$ cat src/rtl/signal_generator.sv
// Burst pattern source for the MII-style test path: emits DATA/CTRL character words
// per a lane-mapping mode, with single-lane error injection and transmit-side counters.
module signal_generator #(
  parameter int unsigned DATA_WIDTH        = 64,
  parameter logic [7:0]  DATA_CHAR_PATTERN = 8'hAA,
  parameter logic [7:0]  CTRL_CHAR_PATTERN = 8'h55,
  localparam int unsigned LANES  = DATA_WIDTH / 8,
  localparam int unsigned LANE_W = (LANES > 1) ? $clog2(LANES) : 1
) (
  input  logic                  clk,
  input  logic                  rst_n,
  input  logic                  start,
  input  logic [15:0]           burst_len,
  input  logic [1:0]            mode,
  input  logic [LANES-1:0]      ctrl_mask,
  input  logic                  stop,
  input  logic                  inj_err,
  input  logic [LANE_W-1:0]     err_lane,
  input  logic                  clr_counters,
  output logic [DATA_WIDTH-1:0] data_out,
  output logic [LANES-1:0]      ctrl_out,
  output logic                  busy,
  output logic                  done,
  output logic [31:0]           total_char_count,
  output logic [31:0]           data_char_count,
  output logic [31:0]           ctrl_char_count,
  output logic [31:0]           data_err_inj_count,
  output logic [31:0]           ctrl_err_inj_count
);

  typedef enum logic [1:0] {S_IDLE, S_RUN, S_DONE} state_e;

  state_e                state_q, state_d;
  logic [15:0]           len_q, len_d;
  logic [1:0]            mode_q, mode_d;
  logic [LANES-1:0]      mask_q, mask_d;
  logic [15:0]           idx_q, idx_d;
  logic [DATA_WIDTH-1:0] data_q, data_d;
  logic [LANES-1:0]      ctrl_q, ctrl_d;
  logic [31:0]           cnt_total_q, cnt_total_d;
  logic [31:0]           cnt_data_q, cnt_data_d;
  logic [31:0]           cnt_ctrl_q, cnt_ctrl_d;
  logic [31:0]           cnt_derr_q, cnt_derr_d;
  logic [31:0]           cnt_cerr_q, cnt_cerr_d;

  // Word-generator controls, driven by the FSM for the word registered on this edge.
  logic                  emit;
  logic [15:0]           gen_idx;
  logic [1:0]            gen_mode;
  logic [LANES-1:0]      gen_mask;
  logic                  gen_err;
  logic [LANE_W-1:0]     gen_lane;
  logic [DATA_WIDTH-1:0] gen_data;
  logic [LANES-1:0]      gen_ctrl;
  logic                  gen_err_data;
  logic                  gen_err_ctrl;
  logic [31:0]           gen_ctrl_lanes;

  // NOTE: every variable written in an always_comb gets a default first, so no path infers a latch.
  always_comb begin
    state_d  = state_q;
    len_d    = len_q;
    mode_d   = mode_q;
    mask_d   = mask_q;
    idx_d    = idx_q;
    emit     = 1'b0;
    gen_idx  = idx_q + 16'd1;
    gen_mode = mode_q;
    gen_mask = mask_q;
    gen_err  = 1'b0;
    gen_lane = err_lane;
    unique case (state_q)
      S_IDLE: begin
        if (start && (burst_len != 16'd0)) begin
          len_d    = burst_len;
          mode_d   = mode;
          mask_d   = ctrl_mask;
          idx_d    = 16'd0;
          gen_idx  = 16'd0;
          gen_mode = mode;
          gen_mask = ctrl_mask;
          emit     = 1'b1;
          state_d  = S_RUN;
        end
      end
      S_RUN: begin
        // An injection request is consumed by the word registered on the same edge;
        // on a stop or end-of-burst edge no word follows, so the request is dropped.
        if (stop) begin
          state_d = S_IDLE;
        end else if (idx_q == len_q - 16'd1) begin
          state_d = S_DONE;
        end else begin
          emit    = 1'b1;
          idx_d   = idx_q + 16'd1;
          gen_err = inj_err;
        end
      end
      S_DONE:  state_d = S_IDLE;
      default: state_d = S_IDLE;
    endcase
  end

  always_comb begin
    gen_data     = '0;
    gen_ctrl     = '0;
    gen_err_data = 1'b0;
    gen_err_ctrl = 1'b0;
    for (int i = 0; i < int'(LANES); i++) begin
      unique case (gen_mode)
        2'd0:    gen_ctrl[i] = 1'b0;
        2'd1:    gen_ctrl[i] = 1'b1;
        2'd2:    gen_ctrl[i] = gen_idx[0];
        default: gen_ctrl[i] = gen_mask[i];
      endcase
      gen_data[8*i +: 8] = gen_ctrl[i] ? CTRL_CHAR_PATTERN : DATA_CHAR_PATTERN;
      if (gen_err && (gen_lane == LANE_W'(i))) begin
        gen_data[8*i +: 8] = gen_data[8*i +: 8] ^ 8'hFF;
        gen_err_ctrl       = gen_ctrl[i];
        gen_err_data       = ~gen_ctrl[i];
      end
    end
  end

  assign gen_ctrl_lanes = 32'($countones(gen_ctrl));
  assign data_d         = emit ? gen_data : '0;
  assign ctrl_d         = emit ? gen_ctrl : '0;

  // Clear has priority over the increment of a word registered on the same edge.
  always_comb begin
    cnt_total_d = cnt_total_q;
    cnt_data_d  = cnt_data_q;
    cnt_ctrl_d  = cnt_ctrl_q;
    cnt_derr_d  = cnt_derr_q;
    cnt_cerr_d  = cnt_cerr_q;
    if (clr_counters) begin
      cnt_total_d = '0;
      cnt_data_d  = '0;
      cnt_ctrl_d  = '0;
      cnt_derr_d  = '0;
      cnt_cerr_d  = '0;
    end else if (emit) begin
      cnt_total_d = cnt_total_q + 32'(LANES);
      cnt_ctrl_d  = cnt_ctrl_q + gen_ctrl_lanes;
      cnt_data_d  = cnt_data_q + (32'(LANES) - gen_ctrl_lanes);
      cnt_derr_d  = cnt_derr_q + {31'd0, gen_err_data};
      cnt_cerr_d  = cnt_cerr_q + {31'd0, gen_err_ctrl};
    end
  end

  // NOTE: sequential state uses non-blocking assignments so every register samples pre-edge values.
  always_ff @(posedge clk or negedge rst_n) begin
    if (!rst_n) begin
      state_q     <= S_IDLE;
      len_q       <= '0;
      mode_q      <= '0;
      mask_q      <= '0;
      idx_q       <= '0;
      data_q      <= '0;
      ctrl_q      <= '0;
      cnt_total_q <= '0;
      cnt_data_q  <= '0;
      cnt_ctrl_q  <= '0;
      cnt_derr_q  <= '0;
      cnt_cerr_q  <= '0;
    end else begin
      state_q     <= state_d;
      len_q       <= len_d;
      mode_q      <= mode_d;
      mask_q      <= mask_d;
      idx_q       <= idx_d;
      data_q      <= data_d;
      ctrl_q      <= ctrl_d;
      cnt_total_q <= cnt_total_d;
      cnt_data_q  <= cnt_data_d;
      cnt_ctrl_q  <= cnt_ctrl_d;
      cnt_derr_q  <= cnt_derr_d;
      cnt_cerr_q  <= cnt_cerr_d;
    end
  end

  assign data_out           = data_q;
  assign ctrl_out           = ctrl_q;
  assign busy               = (state_q == S_RUN);
  assign done               = (state_q == S_DONE);
  assign total_char_count   = cnt_total_q;
  assign data_char_count    = cnt_data_q;
  assign ctrl_char_count    = cnt_ctrl_q;
  assign data_err_inj_count = cnt_derr_q;
  assign ctrl_err_inj_count = cnt_cerr_q;

endmodule

$ cat config.mk
export PLATFORM = sky130hd
export DESIGN_NAME = signal_generator
export DESIGN_NICKNAME = d
export VERILOG_FILES = /design/src/rtl/signal_generator.sv
export SDC_FILE = /design/constraint.sdc
export NUM_CORES = 1
export LEC_CHECK = 0
export BUFFER_PORTS_ARGS = -buffer_cell sky130_fd_sc_hd__buf_2
export CAP_MARGIN = 20
export CORE_ASPECT_RATIO = 1.2
export CORE_UTILIZATION = 62
export CTS_BUF_LIST = sky130_fd_sc_hd__clkbuf_2 sky130_fd_sc_hd__clkbuf_4 sky130_fd_sc_hd__clkbuf_8
export DETAILED_ROUTE_END_ITERATION = 8
export PLACE_DENSITY = 0.88
export RECOVER_POWER = 100
export REMOVE_ABC_BUFFERS = 1
export SKIP_LAST_GASP = 1
export SLEW_MARGIN = 20
export SYNTH_ARGS = -nofsm -noshare
export SYNTH_HDL_FRONTEND = slang
export SYNTH_SLANG_ARGS = --single-unit
$ cat constraint.sdc
create_clock -name clk -period 18.4 [get_ports clk]
set_clock_uncertainty 0.05 [all_clocks]
set_input_delay 4.6 -clock clk [delete_from_list [all_inputs] [get_ports clk]]
set_output_delay 4.6 -clock clk [all_outputs]
set_load 0.01 [all_outputs]
Word-level counts from Yosys, hierarchy flattened
Cells that the tools add are included.
{"block": "totals", "reg_bits": 276, "wordCells": 150, "input_bits": 35, "output_inout_bits": 234}
{"block": "classes", "n_reduce_logical": 18, "eq_ne": 16, "bitwise_logic": 16, "add_sub_neg": 15, "muxes": 73}
{"op": "$mux 32", "count": 10}
{"op": "$mux 8", "count": 19}
{"op": "$add 32x1->32", "count": 2}
{"op": "$mux 64", "count": 1}
{"op": "$not 8->8", "count": 8}
{"op": "$mux 16", "count": 3}
{"op": "$add 32x32->32", "count": 1}
{"op": "$add 32x4->32", "count": 1}
{"op": "$add 32x4->32 const B", "count": 1}
{"op": "$pmux 16 s2", "count": 1}
{"op": "$mux 1", "count": 24}
{"op": "$pmux 1 s3", "count": 8}
{"op": "$add 16x1->16 const B", "count": 1}
{"op": "$eq 16x16->1", "count": 1}
{"op": "$reduce_bool 16->1", "count": 1}
{"op": "$sub 16x1->16 const B", "count": 1}
{"op": "$eq 3x3->1 const B", "count": 4}
{"op": "$mux 2", "count": 5}
{"op": "$logic_and 1x1->1", "count": 9}
{"op": "$add 1x1->2", "count": 4}
{"op": "$not 1->1", "count": 8}
{"op": "$add 2x2->3", "count": 2}
{"op": "$eq 3x2->1 const B", "count": 2}
{"op": "$ne 2x2->1 const B", "count": 3}
{"op": "other kinds (13)", "count": 18}

Logic depth before layout (Yosys ltp)
Gate-level depths: netlist of the first run.
{"block": "logic_depth", "word_depth": 18, "ltp_mapped": 28, "mapped_depth_nobuf": 27}

Worst setup path after synthesis of the first run
OpenSTA, ideal clock, no wires.
{"block": "synth_timing", "path_kind": "in2reg", "startpoint": "in burst_len[0]", "endpoint": "reg cnt_data_q[31] (netlist: data_char_count[31])", "slack_ns": 5.962, "stages": 28, "setup_time_ns": 0.078, "n_path_buf": 1, "required_ns": 18.272, "t_arrival_ns": 12.310, "path_cell_list": "nor4_1 > nand4_1 > nand3_1 > clkbuf_1 > mux2i_1 > o21a_1 > fa_1 > inv_1 > fa_1 > inv_1 > fa_1 > inv_1 > ha_1 > inv_1 > fa_1 > xnor2_1 > inv_1 > a21oi_1 > ha_1 > a21o_1 > a21o_1 > a21o_1 > a21o_1 > a2111oi_0 > a31oi_1 > xnor2_1 > or3_1 > a21oi_1"}
{"block": "synth_via", "elab_chain_len": 13, "word_cells_on_any_way": 33, "classes_between": "add/sub: 9; eq/ne: 2; mux: 18; reduce/logical: 4"}
{"item": "from (decl)", "line": "13", "source": "input logic [15:0] burst_len,"}
{"item": "$reduce_bool 16->1 *", "line": "74", "source": "if (start && (burst_len != 16'd0)) begin"}
{"item": "$logic_and 1x1->1 *", "line": "74"}
{"item": "$mux 2", "line": "74"}
{"item": "$mux 2", "line": "72", "source": "unique case (state_q)"}
{"item": "$eq 2x2->1, or another cell as far along", "line": "110", "source": "unique case (gen_mode)"}
{"item": "$pmux 1 s3", "line": "110"}
{"item": "$add 1x1->2 (not written as such)", "line": "125", "source": "assign gen_ctrl_lanes = 32'($countones(gen_ctrl));"}
{"item": "$add 2x2->3 (not written as such)", "line": "125"}
{"item": "$add 3x3->4 (not written as such)", "line": "125"}
{"item": "$sub 4x4->5", "line": "145", "source": "cnt_data_d = cnt_data_q + (32'(LANES) - gen_ctrl_lanes);"}
{"item": "$add 32x32->32", "line": "145"}
{"item": "$mux 32", "line": "142", "source": "end else if (emit) begin"}
{"item": "$mux 32", "line": "136", "source": "if (clr_counters) begin"}
{"item": "to (signal assigned)", "line": "175", "source": "cnt_data_q <= cnt_data_d;"}
{"item": "to (decl)", "line": "41", "source": "logic [31:0] cnt_data_q, cnt_data_d;"}
Every way passes the cells marked *; elsewhere a longest branch is shown, timed or not. The select of a mux whose other input is x is not followed.
A chain may end at the register's enable or synchronous reset.

Worst setup path in the final report of the first run
{"block": "layout_timing", "startpoint": "in burst_len[13]", "endpoint": "reg cnt_data_q[16] (netlist: data_char_count[16])"}
The elaborated chain is that of the path after synthesis.

==> results.toml, run 1 <==
[layout]
fill_cells = 1745
diodes = 0
final_util_pct = 71.20
drive_above_1_share_pct = 7.114
seqCellArea_sq_mm = 0.005630
finalNetCount = 1777
area_growth_pct = 11.89
multi_input_area_sq_mm = 0.006937

[power]
p_leak_nw = 6.596
ir_drop_mv = 0.1327
pwr_density_cell_mw_per_mm2 = 124.5

[route]
via_count = 11647
first_pass_iters = 5
drc = 0
wirelength_mm = 33.72
drt-initial-drc-count = 777
routed_via_density = 5.868
postRouteAntennaNets = 0
avgRoutedWirePerCell_um = 16.99

[worst_setup_path]
end_kind = "register"
crit_arrival_ns = 14.14
cp.depth = 30
crit_fanout = 28
cp_data_required_time_ns = 18.80
cp-start-kind = "input port"
ff2ff_path_depth = 28
r2r_slack_ns = 8.93
path_class = "in -> reg"
max_stage_delay_ns = 1.11
critPathSlowestCell = "clkbuf_1"
r2r_start = "state_q[0]"
cpMostUsedCell = "inv_1"
r2r_end = "data_char_count[16]"
cp_top_family = "buffers and inverters"
worst-path-buf-inv = 8

[synthesis]
ys.flop_type = "dfrtp_1"
ys_seq_area_share_pct = 41.90
synth_cells = 1490
synth_cell_types = 73
async_flop_share_pct = 100.0
ys_seq_elements = 225
yosysWarnings = 0
synth_edf_count = 0
syn_avg_cell_area_sq_um = 9.019
syn-cell-area_sq_mm = 0.01344

[clock_tree]
cts_root_buf = "clkbuf_8"
clockBufferDepth = 3
post_cts_buffers = 0
cts_tree = "yes"
cts.sinks = 225
cts-buffers-inserted = 40
cts_hold_buf = 0
clk_pin_slew_ns = 0.06
clk-insertion-delay-late_ns = 0.54
htreeDepth = 2
cts_resized = 0

[die]
die_h_um = 163.3
rows = 58
die_area_sq_mm = 0.02227
core-area_sq_mm = 0.02112
initial_core_util_pct = 63.63
die_w_um = 136.4
io-pin-count = 269

[timing]
timing.hold.ws_ns = 0.4477
setup_viol = 0
tightest_slew_ns = 5.378
relSlewSlack_pct = -258.5
maxSlewViolCount = 499
hold_violations = 0
period_needed_ns = 13.74
max_freq_mhz = 72.79
fin_crit_sh_pct = 74.66
fin_tns_setup_ns = 0
rsz0062_at_grt = "no"

[worst_hold_path]
hp-start = "mask_q[4]"
hold_path_class = "reg -> reg"
whs_path_depth = 2
hold_end = "mask_q[4]"

[place]
gp_congestion = 0.9365
post-dp-hpwl_mm = 23.03
port-buffer-count = 265

[grt]
antenna_found_initial = 0
track_usage_pct = 30.54
grt_pass1_wl_mm = 54.77
grt_pass1_vias = 11154
grt_max_degree = 99
grt-ovfl-total = 0

[status]
status = "finished, violations left"
violations = "capacitance limit, slew limit"

[run]
drv_cap = 7
power breakdown:
group	switching (W)	total (W)	internal [W]
combinational	0.000475	0.000776	0.000301
clock	0.000209	0.000500	0.000291
sequential	0.0000530	0.000596	0.000543
total	0.000737	0.00187	0.00113
sequential cells by signal, indices dropped and copies added, names as in the netlist:
signal	flops
ctrl_char_count	32
ctrl_out	8
ctrl_err_inj_count	32
len_q	16
data_err_inj_count	32
mode_q	2
mask_q	8
total_char_count	29
data_char_count	32
data_out	16
idx_q	16
state_q	2
worst register-to-register path, delay by kind of cell, from the launching register on:
family / cells / cell delay, ns
buffers and inverters: 7 / 2.48
adder cells (fa/ha/maj): 6 / 2.35
AO/OA/AOI/OAI: 8 / 2.15
AND/OR/NAND/NOR: 4 / 0.77
XOR/XNOR: 2 / 0.66
multiplexers: 1 / 0.57
flip-flops: 1 / 0.36
per-stage QoR:
stage / instances / power [W] / setup slack (ns) / instance area [sq um]
CTS: 1985 / 0.001895 / 6.391 / 15370
global route: 1985 / 0.002008 / 3.784 / 15040
detailed placement: 1916 / 0.001387 / 5.912 / 14510
finish: 1985 / 0.001872 / 4.662 / 15040
global placement: 1916 / 0.001347 / 6.140 / 14510
floorplan: 1372 / 0.001147 / 5.569 / 12750
area by class of cell:
class / count / share of cell area [%]
inverters: 49 / 1.223
multi-input cells: 1098 / 46.13
flip-flops and latches: 225 / 37.45
clock inverters: 9 / 0.7157
clock buffers: 60 / 5.035
repair buffers: 274 / 7.198
well taps: 270 / 2.247
cell usage in the layout, fill, tap and decap left out, drive strengths merged, types with 3 or more instances in the layout:
cell	count
clkinv	5
a21o	18
nor3b	12
o21a	9
mux2i	8
o21bai	4
dfrtp	225
nor4b	18
nand2b	3
inv	49
a211oi	11
buf	35
nand4	39
o211ai	5
nor2b	9
or3	18
nor3	45
ha	48
nand3	48
nand4b	3
a211o	3
fa	6
a31oi	5
o21ai	34
nand2	184
clkbuf	299
and4	11
and3	28
conb	3
or4	8
a21boi	4
nor4	36
a21oi	78
and2	14
nor2	170
mux2	7
xor2	57
xnor2	117
cell usage after synthesis, types with 14 or more instances:
master / number / area share [%]
ha_1: 48 / 4.5
a21oi_1: 78 / 2.9
and3_1: 28 / 1.3
nand3_1: 48 / 1.8
a21o_1: 18 / 1.0
buf_2: 18 / 0.67
nand2_1: 184 / 5.1
or3_1: 18 / 0.84
clkbuf_1: 44 / 1.2
xor2_1: 57 / 3.7
xnor2_1: 117 / 7.6
nor4_1: 32 / 1.5
and2_1: 14 / 0.65
dfrtp_1: 225 / 42
nor3_1: 44 / 1.6
buf_4: 56 / 3.1
o21ai_0: 34 / 1.3
nor4b_1: 18 / 1.2
nand4_1: 39 / 1.8
nor2_1: 169 / 4.7
inv_1: 48 / 1.3
metal layers:
layer	share of wire (%)	global-route usage (%)	wire, um
met1	41	38.65	13750
met2	50	51.15	16790
met3	6.6	6.580	2224
met4	2.8	11.06	952
met5	0	0	0
how the worst max path moves through the flow:
stage,startpoint,end
floorplan,burst_len[0],data_char_count[31]
global placement,burst_len[13],data_char_count[16]
detailed placement,burst_len[13],data_char_count[16]
CTS,burst_len[13],data_char_count[16]
global route,burst_len[10],data_char_count[16]
finish,burst_len[13],data_char_count[16]
cells by family (layout without fill, tap and decap cells):
logic type | count (synthesis) | count (layout) | synth area share [%]
AOI/OAI and AO/OA | 196 | 196 | 9.143
buffers and inverters | 169 | 392 | 6.508
adders and majority gates | 55 | 55 | 5.438
muxes | 15 | 15 | 1.183
other | 1 | 3 | 0.02791
and+or+nand+nor | 655 | 655 | 24.46
DFF | 225 | 225 | 41.90
xor gates and xnor gates | 174 | 174 | 11.34
(Power assumes the default switching activity.)
==> inputs of run 2 (changes only) <==
CORE_UTILIZATION = 58   (was 62)
PLACE_DENSITY = 0.83   (was 0.88)
clock period = 13.3 ns   (was 18.4 ns; I/O delays follow)
==> run 2 against run 1 <==
Effect of this change:
- register-to-register slack got worse by 4.3 ns
- the run still ends with capacitance limit, slew limit left
- wire length rose by 0.28%
- power rose by 33%
- critical path depth did not move
- count of clock-buffer cells in the layout fell by 3
- die area rose by 6.8%
- highest routed layer unchanged
==> results.toml, run 2 (same netlist as run 1, synthesis figures left out) <==
[timing]
max_freq_mhz = 84.58
fin_tns_setup_ns = 0
period_needed_ns = 11.82
timing.hold.ws_ns = 0.4381
setup_viol = 0
maxSlewViolCount = 507
rsz0062_at_grt = "no"
fin_crit_sh_pct = 88.90
tightest_slew_ns = 5.046
finalWorstSetupSlack_ns = 1.476
relSlewSlack_pct = -236.4
hold_violations = 0

[worst_setup_path]
cpMostUsedCell = "inv_1"
crit_fanout = 19
max_stage_delay_ns = 0.70
cp-start-kind = "input port"
critPathSlowestCell = "clkbuf_1"
cp_data_required_time_ns = 13.70
end_kind = "register"
crit_arrival_ns = 12.23
path_class = "in -> reg"

[layout]
finalNetCount = 1776
final_common_cell = "clkbuf_1"
final_cell_mix = "clkbuf_1, dfrtp_1, nand2_1"
diodes = 0
area_growth_pct = 11.48
drive_above_1_share_pct = 6.901
fill_cells = 1955

[grt]
grt_pass1_vias = 11407
grt_max_degree = 95
grt-ovfl-total = 0
antenna_found_initial = 0
grt_pass1_wl_mm = 55.86
track_usage_pct = 28.89

[power]
p_leak_nw = 6.551
p_total_w = 0.002497
ir_drop_mv = 0.1502
pwr_density_cell_mw_per_mm2 = 166.7

[clock_tree]
cts_root_buf = "clkbuf_8"
cts_tree = "yes"
clk-insertion-delay-late_ns = 0.54
cts_hold_buf = 0
clockBufferDepth = 3
cts.sinks = 225
cts_resized = 0
clk_pin_slew_ns = 0.06
post_cts_buffers = 0
htreeDepth = 2
cts-buffers-inserted = 38

[die]
die_w_um = 141.0
die_h_um = 168.7
io-pin-count = 269
initial_core_util_pct = 59.47
die_area_sq_mm = 0.02378
rows = 60
core-area_sq_mm = 0.02260

[route]
first_pass_iters = 5
avgRoutedWirePerCell_um = 16.74
wirelength_mm = 33.82
via_count = 11635
drt-initial-drc-count = 685
drc = 0
postRouteAntennaNets = 0
routed_via_density = 5.760

[status]
status = "finished, violations left"
violations = "capacitance limit, slew limit"

[place]
post-dp-hpwl_mm = 23.01
place_ws_ns = 1.452
port-buffer-count = 265
gp_congestion = 0.9459

[worst_hold_path]
hold_path_class = "reg -> reg"

[run]
drv_cap = 7
==> run 2: changes by cell type in the layout (fill, tap and decap cells not counted), sizes merged <==
cell and delta:
clkbuf -1, bufinv -2, buf -1, clkinvlp -1
==> run 2: critical path: cells and delay by family <==
kind,cells,cell delay (ns)
fa+ha+maj,6,2.44
compound gates,8,2.40
simple gates,5,1.62
buf+inv,8,1.53
xor+xnor,2,0.66
mux,1,0.24
==> run 2: final cells by class <==
cell class / instances / area (sq um) / area share, %
well taps: 310 / 387.9 / 2.589
repair buffers: 275 / 1084 / 7.233
clock inverters: 6 / 32.53 / 0.2172
clock buffers: 57 / 721.9 / 4.819
multi-input cells: 1098 / 6940 / 46.33
inverters: 49 / 183.9 / 1.228
flip-flops and latches: 225 / 5630 / 37.58
==> run 2: path summary, 6_finish.rpt <==
| path | startpoint | endpoint | slack [ns] | cells after the start |
|---|---|---|---|---|
| hold / removal | mask_q[5] | mask_q[5] | 0.44 | 2 |
| min in group asynchronous | rst_n | data_out[38] | 4.57 | 1 |
| hold reg to reg | mask_q[5] | mask_q[5] | 0.44 | 2 |
| setup reg to reg | state_q[1] | data_char_count[16] | 4.59 | 28 |
| setup / recovery | burst_len[13] | data_char_count[16] | 1.48 | 30 |
| max in group asynchronous | rst_n | ctrl_char_count[16] | 2.41 | 3 |
==> run 2: through the flow <==
stage	utilization, %	instance area (sq um)	instances
5_1_grt	66.30	14980	2020
2_1_floorplan	-	12750	1372
3_3_place_gp	64.47	14570	1957
3_5_place_dp	64.47	14570	1957
4_1_cts	67.81	15320	2020
6_report	66.30	14980	2020
==> run 2: report_power, final <==
group | switching (W) | internal, W
registers | 0.0000712 | 0.000751
clock network | 0.000281 | 0.000345
logic | 0.000640 | 0.000410
==> run 2: routing by layer <==
layer  vias to the layer above  routed length [um]  GRT usage [%]
met5                         -                   0              0
met4                         0                1308          11.81
met3                        97                2325          6.535
met2                       394               16020          47.98
met1                      5659               14160          36.53
li1                       5485                   -              -
